File: config.mk
export PLATFORM = sky130hd
export DESIGN_NAME = tap_sum_sched_flat
export DESIGN_NICKNAME = d
export VERILOG_FILES = /design/src/rtl/tap_sum_sched_if.sv /design/src/rtl/tap_sum_sched.sv /design/src/flat_wrapper.sv
export SDC_FILE = /design/constraint.sdc
export NUM_CORES = 1
export LEC_CHECK = 0
export CAP_MARGIN = 20
export CORE_MARGIN = 8
export CORE_UTILIZATION = 54
export DETAILED_ROUTE_END_ITERATION = 8
export PLACE_DENSITY = 0.86
export SKIP_LAST_GASP = 1
export SLEW_MARGIN = 20
export SYNTH_ARGS = -nofsm -noshare
export SYNTH_HDL_FRONTEND = slang
export SYNTH_SLANG_ARGS = --single-unit
File: constraint.sdc
create_clock -name clk -period 4.75 [get_ports clk]
set_clock_uncertainty 0.15 [all_clocks]
set_input_delay 0.475 -clock clk [delete_from_list [all_inputs] [get_ports clk]]
set_output_delay 0.475 -clock clk [all_outputs]
set_load 0.005 [all_outputs]
File: src/rtl/tap_sum_sched_if.sv
// Bundle of the requester, flush and result signals between the tap-sum
// scheduler and its surroundings. The scheduler sits on the slave side.
interface tap_sum_sched_if #(
   parameter int NCH = 4,
   parameter int DW  = 8,
   parameter int SW  = 12
);
   localparam int CW = (NCH > 1) ? $clog2(NCH) : 1;

   logic [NCH-1:0]    req_valid;
   logic [NCH*DW-1:0] req_data;
   logic [NCH-1:0]    req_ready;
   logic [NCH-1:0]    flush;
   logic              out_valid;
   logic [CW-1:0]     out_chan;
   logic [SW-1:0]     out_sum;
   logic              out_ready;
   logic              busy;

   modport master (
      output req_valid, req_data, flush, out_ready,
      input  req_ready, out_valid, out_chan, out_sum, busy
   );

   modport slave (
      input  req_valid, req_data, flush, out_ready,
      output req_ready, out_valid, out_chan, out_sum, busy
   );
endinterface

File: src/rtl/tap_sum_sched.sv
// Shared moving-sum engine: NCH channels each keep an NTAPS-deep sample
// history; one channel at a time is granted round-robin, its history is
// summed one tap per cycle, and the result is held until the consumer takes it.
//
// state | meaning
// ------+------------------------------------------------------------
// IDLE  | waiting; grants first eligible channel at/after ptr
// ACC   | adding hist[gch][k], k = 0 .. NTAPS-1, one tap per cycle
// OUT   | result presented on out_*, held until out_ready
module tap_sum_sched #(
   parameter int NCH   = 4,
   parameter int NTAPS = 5,
   parameter int DW    = 8,
   parameter int SW    = 12
) (
   input logic            clk,
   input logic            reset,
   tap_sum_sched_if.slave bus
);
   localparam int CW = (NCH > 1) ? $clog2(NCH) : 1;
   localparam int KW = (NTAPS > 1) ? $clog2(NTAPS) : 1;
   localparam logic [KW-1:0] K_LAST = KW'(NTAPS - 1);

   typedef enum logic [1:0] {IDLE, ACC, OUT} state_t;

   state_t            state, state_nxt;
   logic [DW-1:0]     hist [NCH][NTAPS];
   logic [CW-1:0]     ptr;
   logic [CW-1:0]     gch;
   logic [KW-1:0]     k;
   logic [SW-1:0]     acc;
   logic [SW-1:0]     acc_sum;
   logic              out_valid_q;
   logic [SW-1:0]     out_sum_q;
   logic [CW-1:0]     out_chan_q;
   logic              grant_found;
   logic [CW-1:0]     grant_idx;
   logic [CW:0]       scan_wide;
   logic [CW-1:0]     scan_idx;
   logic [NCH-1:0]    req_ready_c;
   logic              handshake;

   // Round-robin search: scan backwards so the last hit is the one closest to ptr.
   always_comb begin
      grant_found = 1'b0;
      grant_idx   = '0;
      scan_wide   = '0;
      scan_idx    = '0;
      for (int i = NCH - 1; i >= 0; i--) begin
         scan_wide = {1'b0, ptr} + (CW+1)'(i);
         if (scan_wide >= (CW+1)'(NCH)) scan_wide = scan_wide - (CW+1)'(NCH);
         scan_idx = scan_wide[CW-1:0];
         if (bus.req_valid[scan_idx] && !bus.flush[scan_idx]) begin
            grant_found = 1'b1;
            grant_idx   = scan_idx;
         end
      end
   end

   // Accept strobe: only in IDLE, only for the granted channel, never under reset.
   always_comb begin
      req_ready_c = '0;
      if (state == IDLE && !reset && grant_found) req_ready_c[grant_idx] = 1'b1;
   end

   assign handshake     = (state == IDLE) && grant_found;
   assign acc_sum       = acc + {{(SW-DW){1'b0}}, hist[gch][k]};
   assign bus.req_ready = req_ready_c;
   assign bus.out_valid = out_valid_q;
   assign bus.out_sum   = out_sum_q;
   assign bus.out_chan  = out_chan_q;
   assign bus.busy      = (state != IDLE);

   // State register.
   always_ff @(posedge clk) begin
      if (reset) state <= IDLE;
      else       state <= state_nxt;
   end

   // Next-state decode.
   always_comb begin
      state_nxt = state;
      case (state)
         IDLE:    if (grant_found) state_nxt = ACC;
         ACC:     if (k == K_LAST) state_nxt = OUT;
         OUT:     if (bus.out_ready) state_nxt = IDLE;
         default: state_nxt = IDLE;
      endcase
   end

   // Histories, accumulator, tap index, pointer and registered result.
   always_ff @(posedge clk) begin
      if (reset) begin
         for (int c = 0; c < NCH; c++)
            for (int t = 0; t < NTAPS; t++)
               hist[c][t] <= '0;
         ptr         <= '0;
         gch         <= '0;
         k           <= '0;
         acc         <= '0;
         out_valid_q <= 1'b0;
         out_sum_q   <= '0;
         out_chan_q  <= '0;
      end else begin
         // A flushed channel is never granted, so flush and shift never collide.
         for (int c = 0; c < NCH; c++) begin
            if (bus.flush[c]) begin
               for (int t = 0; t < NTAPS; t++) hist[c][t] <= '0;
            end else if (handshake && grant_idx == CW'(c)) begin
               for (int t = NTAPS - 1; t > 0; t--) hist[c][t] <= hist[c][t-1];
               hist[c][0] <= bus.req_data[c*DW +: DW];
            end
         end
         case (state)
            IDLE: begin
               if (grant_found) begin
                  gch <= grant_idx;
                  acc <= '0;
                  k   <= '0;
               end
            end
            ACC: begin
               acc <= acc_sum;
               k   <= k + 1'b1;
               if (k == K_LAST) begin
                  out_valid_q <= 1'b1;
                  out_sum_q   <= acc_sum;
                  out_chan_q  <= gch;
               end
            end
            OUT: begin
               if (bus.out_ready) begin
                  out_valid_q <= 1'b0;
                  ptr         <= (gch == CW'(NCH - 1)) ? '0 : gch + 1'b1;
               end
            end
            default: ;
         endcase
      end
   end
endmodule

File: src/flat_wrapper.sv
// flat-port wrapper written by rule: the top's interface ports become plain ports
module tap_sum_sched_flat 
#(
   parameter int NCH   = 4,
   parameter int NTAPS = 5,
   parameter int DW    = 8,
   parameter int SW    = 12
)
  (clk, reset, bus_req_valid, bus_req_data, bus_flush, bus_out_ready, bus_req_ready, bus_out_valid, bus_out_chan, bus_out_sum, bus_busy);
  tap_sum_sched_if #(.NCH(NCH), .DW(DW), .SW(SW)) bus_i ();
  input logic clk;
  input logic reset;
  input wire logic [$bits(bus_i.req_valid)-1:0] bus_req_valid;
  input wire logic [$bits(bus_i.req_data)-1:0] bus_req_data;
  input wire logic [$bits(bus_i.flush)-1:0] bus_flush;
  input wire logic [$bits(bus_i.out_ready)-1:0] bus_out_ready;
  output wire logic [$bits(bus_i.req_ready)-1:0] bus_req_ready;
  output wire logic [$bits(bus_i.out_valid)-1:0] bus_out_valid;
  output wire logic [$bits(bus_i.out_chan)-1:0] bus_out_chan;
  output wire logic [$bits(bus_i.out_sum)-1:0] bus_out_sum;
  output wire logic [$bits(bus_i.busy)-1:0] bus_busy;
  assign bus_i.req_valid = bus_req_valid;
  assign bus_i.req_data = bus_req_data;
  assign bus_i.flush = bus_flush;
  assign bus_i.out_ready = bus_out_ready;
  assign bus_req_ready = bus_i.req_ready;
  assign bus_out_valid = bus_i.out_valid;
  assign bus_out_chan = bus_i.out_chan;
  assign bus_out_sum = bus_i.out_sum;
  assign bus_busy = bus_i.busy;
  tap_sum_sched #(.NCH(NCH), .NTAPS(NTAPS), .DW(DW), .SW(SW)) u_core (.clk(clk), .reset(reset), .bus(bus_i));
endmodule
==> PnR_summary.wiki <==
{| class="wikitable"
! Metric !! Value
|-
| Result of the run || complete, no violations
|-
| # Post-CTS Setup Buffers || 0
|-
| Highest net fanout along the worst path || 29
|-
| Average vias per placed instance || about 6
|-
| Yosys Warn Count || 0
|-
| Initial Util || 54.8%
|-
| Largest stage delay, worst path || roughly 640 ps
|-
| # diodes || 0
|-
| Routed WL per cell || 19.7 µm
|-
| Post-synthesis register bit count || a little under 200
|-
| Library cell contributing the largest single delay on the critical path || sky130_fd_sc_hd__dfxtp_2
|-
| Min Clock Period, post-route || about 4100 ps
|-
| Number of antenna violations at the first check in global routing || 0
|-
| Most frequent cells in the layout || 154 x sky130_fd_sc_hd__and2_1, 152 x sky130_fd_sc_hd__edfxtp_1, 61 x sky130_fd_sc_hd__clkdlybuf4s50_1
|-
| Largest net degree at the start of global routing || 52
|-
| Maximum number of buffers from clock root to sink || 2
|-
| Post-cts gate resize count || 0
|-
| Power density normalized to cell area || ~350 nW/µm²
|-
| Buf/Inv on CP || 1
|-
| Nets@finish || a little over 800
|-
| Startpoint type of the worst setup path || flip-flop
|-
| Slew HR || 29.7%
|-
| GRT overflow || 0
|-
| Seq/Total Area, Yosys || about three fifths
|-
| Number of instances in the synthesized netlist || approximately 720
|-
| Min-Delay Startpoint || u_core.bus.out_chan[1]
|-
| Fill cell count || between 1k and 1.5k
|-
| Post-detailed-route DRC marker count || 0
|-
| Most common library cell in the layout ignoring fill and taps || sky130_fd_sc_hd__and2_1
|-
| CP Data Required Time || roughly 4900 ps
|-
| Count of pins over their slew limit || 0
|-
| Max-capacitance violation count || 0
|-
| Aggregate routed wire length || approximately 20 mm
|-
| Number of CTS-inserted buffers || 17
|-
| CTS Root Cell || sky130_fd_sc_hd__clkbuf_16
|-
| Static power due to leakage || around 0.0040 µW
|-
| PortBufs || between 60 and 70
|-
| Distinct cell type count of the synthesized netlist || between 60 and 70
|-
| Fin area || between 10,000 and 15,000 µm²
|-
| Predominant post-synthesis flop cell || sky130_fd_sc_hd__edfxtp_1
|-
| Cell Area, Synth || about 9400 µm²
|-
| Hold bufs inserted after CTS || 0
|-
| Clock insertion delay at the later pin of the skew report || around 440 ps
|-
| Initial DRC count || between 500 and 600
|-
| H-tree levels || 4
|-
| Floorplan die width || approximately 150 µm
|-
| Type of the worst setup path || reg2reg
|-
| Number of global-route vias before repair || between 6k and 7k
|-
| Data arrival at the endpoint of the critical path || ~4200 ps
|-
| Clock sink count || around 200
|-
| F_max || 247 MHz
|-
| Vertical die dimension || ~150 µm
|-
| Overall die area || between 20,000 and 25,000 µm²
|-
| Avg Cell Area, Syn || 13.0 µm²
|-
| Number of synthesized flops with an enable pin || 152
|-
| Total setup violations reported at the end of the flow || 0
|-
| RePlAce Congestion || roughly 0.84
|-
| TritonCTS clock tree || yes
|-
| Number of rows created at floorplan || 48
|-
| Clock Pin Slew Worst Setup and Hold Paths || 70 ps
|-
| Antenna Violating Nets Remaining || 0
|-
| Unrepaired setup endpoints after global routing || false
|-
| Transition at the pin with the smallest max-transition slack || roughly 1100 ps
|-
| Period utilization || around 85%
|-
| Layout overhead on the synthesized area || 15.0%
|-
| Post-synthesis async set-or-reset flop share || 0%
|-
| Global-route total usage across every layer || 18.6%
|-
| Synthesized netlist net count || between 700 and 800
|-
| Hpwl dp || ~13 mm
|-
| Wire length of the first global-routing pass || 31.7 mm
|-
| First drt pass iteration count || 5
|-
| Fraction of layout cells with a size suffix above 1 || 13.2%
|-
| Total via count after detailed routing || between 5k and 6k
|-
| Total cell area at the placement stage || 10,200 µm²
|-
| Final Hold Vio Count || 0
|-
| Cell class contributing the biggest share of worst-path delay || compound AO/OA/AOI/OAI gates
|-
| Sum of negative setup slack || 0 ps
|-
| Chain of cells forming the critical path || buf_12, mux4_2, mux2i_1, o21ai_1, nand2_1, o31ai_1, ha_1, a211oi_1, o21ai_0, a21boi_1, nor2_1, a2111oi_0
|-
| Area inside the core boundary || ~17,000 µm²
|-
| Worst hold path class || reg2reg
|-
| Ports || 63
|-
| Setup crit end kind || flip-flop
|-
| Peak supply drop || about 270 µV
|}
stage by stage:
stage,power (µW),util [%],std cells,setup slack (ps),hold WS [ps]
after floorplan,2270,-,723,244,299
after global placement,2390,59.6,974,792,294
after detailed placement,2400,59.6,974,755,303
after CTS,3830,63.0,1006,674,314
after global routing,3940,63.0,1006,294,326
final,3820,63.0,1006,699,311
metal layers:
| metal | vias to the layer above | GRT usage (%) | wire length (µm) |
|---|---|---|---|
| met3 | 19 | 3.37 | 1130 |
| met5 | - | 0 | 0 |
| li1 | 2790 | - | - |
| met2 | 206 | 31.9 | 10300 |
| met4 | 0 | 5.41 | 228 |
| met1 | 2918 | 23.7 | 8140 |
worst register-to-register path: stages, from the launching register on:
cell	delay, ps
sky130_fd_sc_hd__dfxtp_2	640
sky130_fd_sc_hd__buf_12	330
sky130_fd_sc_hd__mux4_2	540
sky130_fd_sc_hd__mux2i_1	190
sky130_fd_sc_hd__o21ai_1	80
sky130_fd_sc_hd__nand2_1	90
sky130_fd_sc_hd__o31ai_1	130
sky130_fd_sc_hd__ha_1	370
sky130_fd_sc_hd__a211oi_1	370
sky130_fd_sc_hd__o21ai_0	230
sky130_fd_sc_hd__a21boi_1	310
sky130_fd_sc_hd__nor2_1	80
sky130_fd_sc_hd__a2111oi_0	390
layout make-up:
type	instances	area, µm²	share of cell area, %
flip-flops and latches	198	5490	50.7
multi-input cells	469	3710	34.3
repair buffers	76	733	6.77
clock buffers	18	429	3.96
well taps	225	282	2.60
clock inverters	14	161	1.49
inverters	6	22.5	0.208
cells in the mapped netlist (all sizes together), types with 8 or more instances:
master / instances / area share (%)
nand2: 57 / 2.3
o21ai: 16 / 0.85
clkbuf: 30 / 1.2
ha: 11 / 1.5
o31ai: 10 / 0.80
mux4: 40 / 9.6
mux2i: 17 / 1.8
edfxtp: 152 / 48
nor2: 30 / 1.2
o311ai: 8 / 0.74
dfxtp: 46 / 9.8
nand3: 8 / 0.43
and2: 154 / 10
a21oi: 23 / 1.3
o41ai: 8 / 0.74
buf: 20 / 1.0
worst paths after layout:
check                           cells past startpoint                      to  slack, ps
worst max-delay path                               12  u_core.bus.out_sum[11]        700
worst min-delay path                                2  u_core.bus.out_chan[1]        310
worst max register to register                     12  u_core.bus.out_sum[11]        700
worst min register to register                      2  u_core.bus.out_chan[1]        310
sequential cells by signal, indices dropped and copies added, names as in the netlist, named ones only:
| signal | count |
|---|---|
| u_core.state | 2 |
| u_core.ptr | 2 |
| u_core.bus.out_sum | 12 |
| u_core.hist | 160 |
| u_core.gch | 2 |
| u_core.acc | 12 |
| u_core.k | 3 |
| u_core.bus.out_chan | 2 |
| u_core.bus.out_valid | 1 |
logic make-up (layout without fill, tap and decap cells):
family	count (synthesis)	after routing	synth area share [%]
buf+inv	56	114	2.52
compound gates	109	109	8.41
flops	198	198	58.2
simple gates	286	286	17.3
xor+xnor	5	5	0.465
fa+ha+maj	12	12	1.67
mux	57	57	11.4
report_power, final:
group          internal [µW]  switching [µW]  leakage, µW
Sequential              1960            49.9      0.00208
Clock                    792             665     0.000282
Combinational            155             205      0.00166
Power figures use the tool's default switching activity.
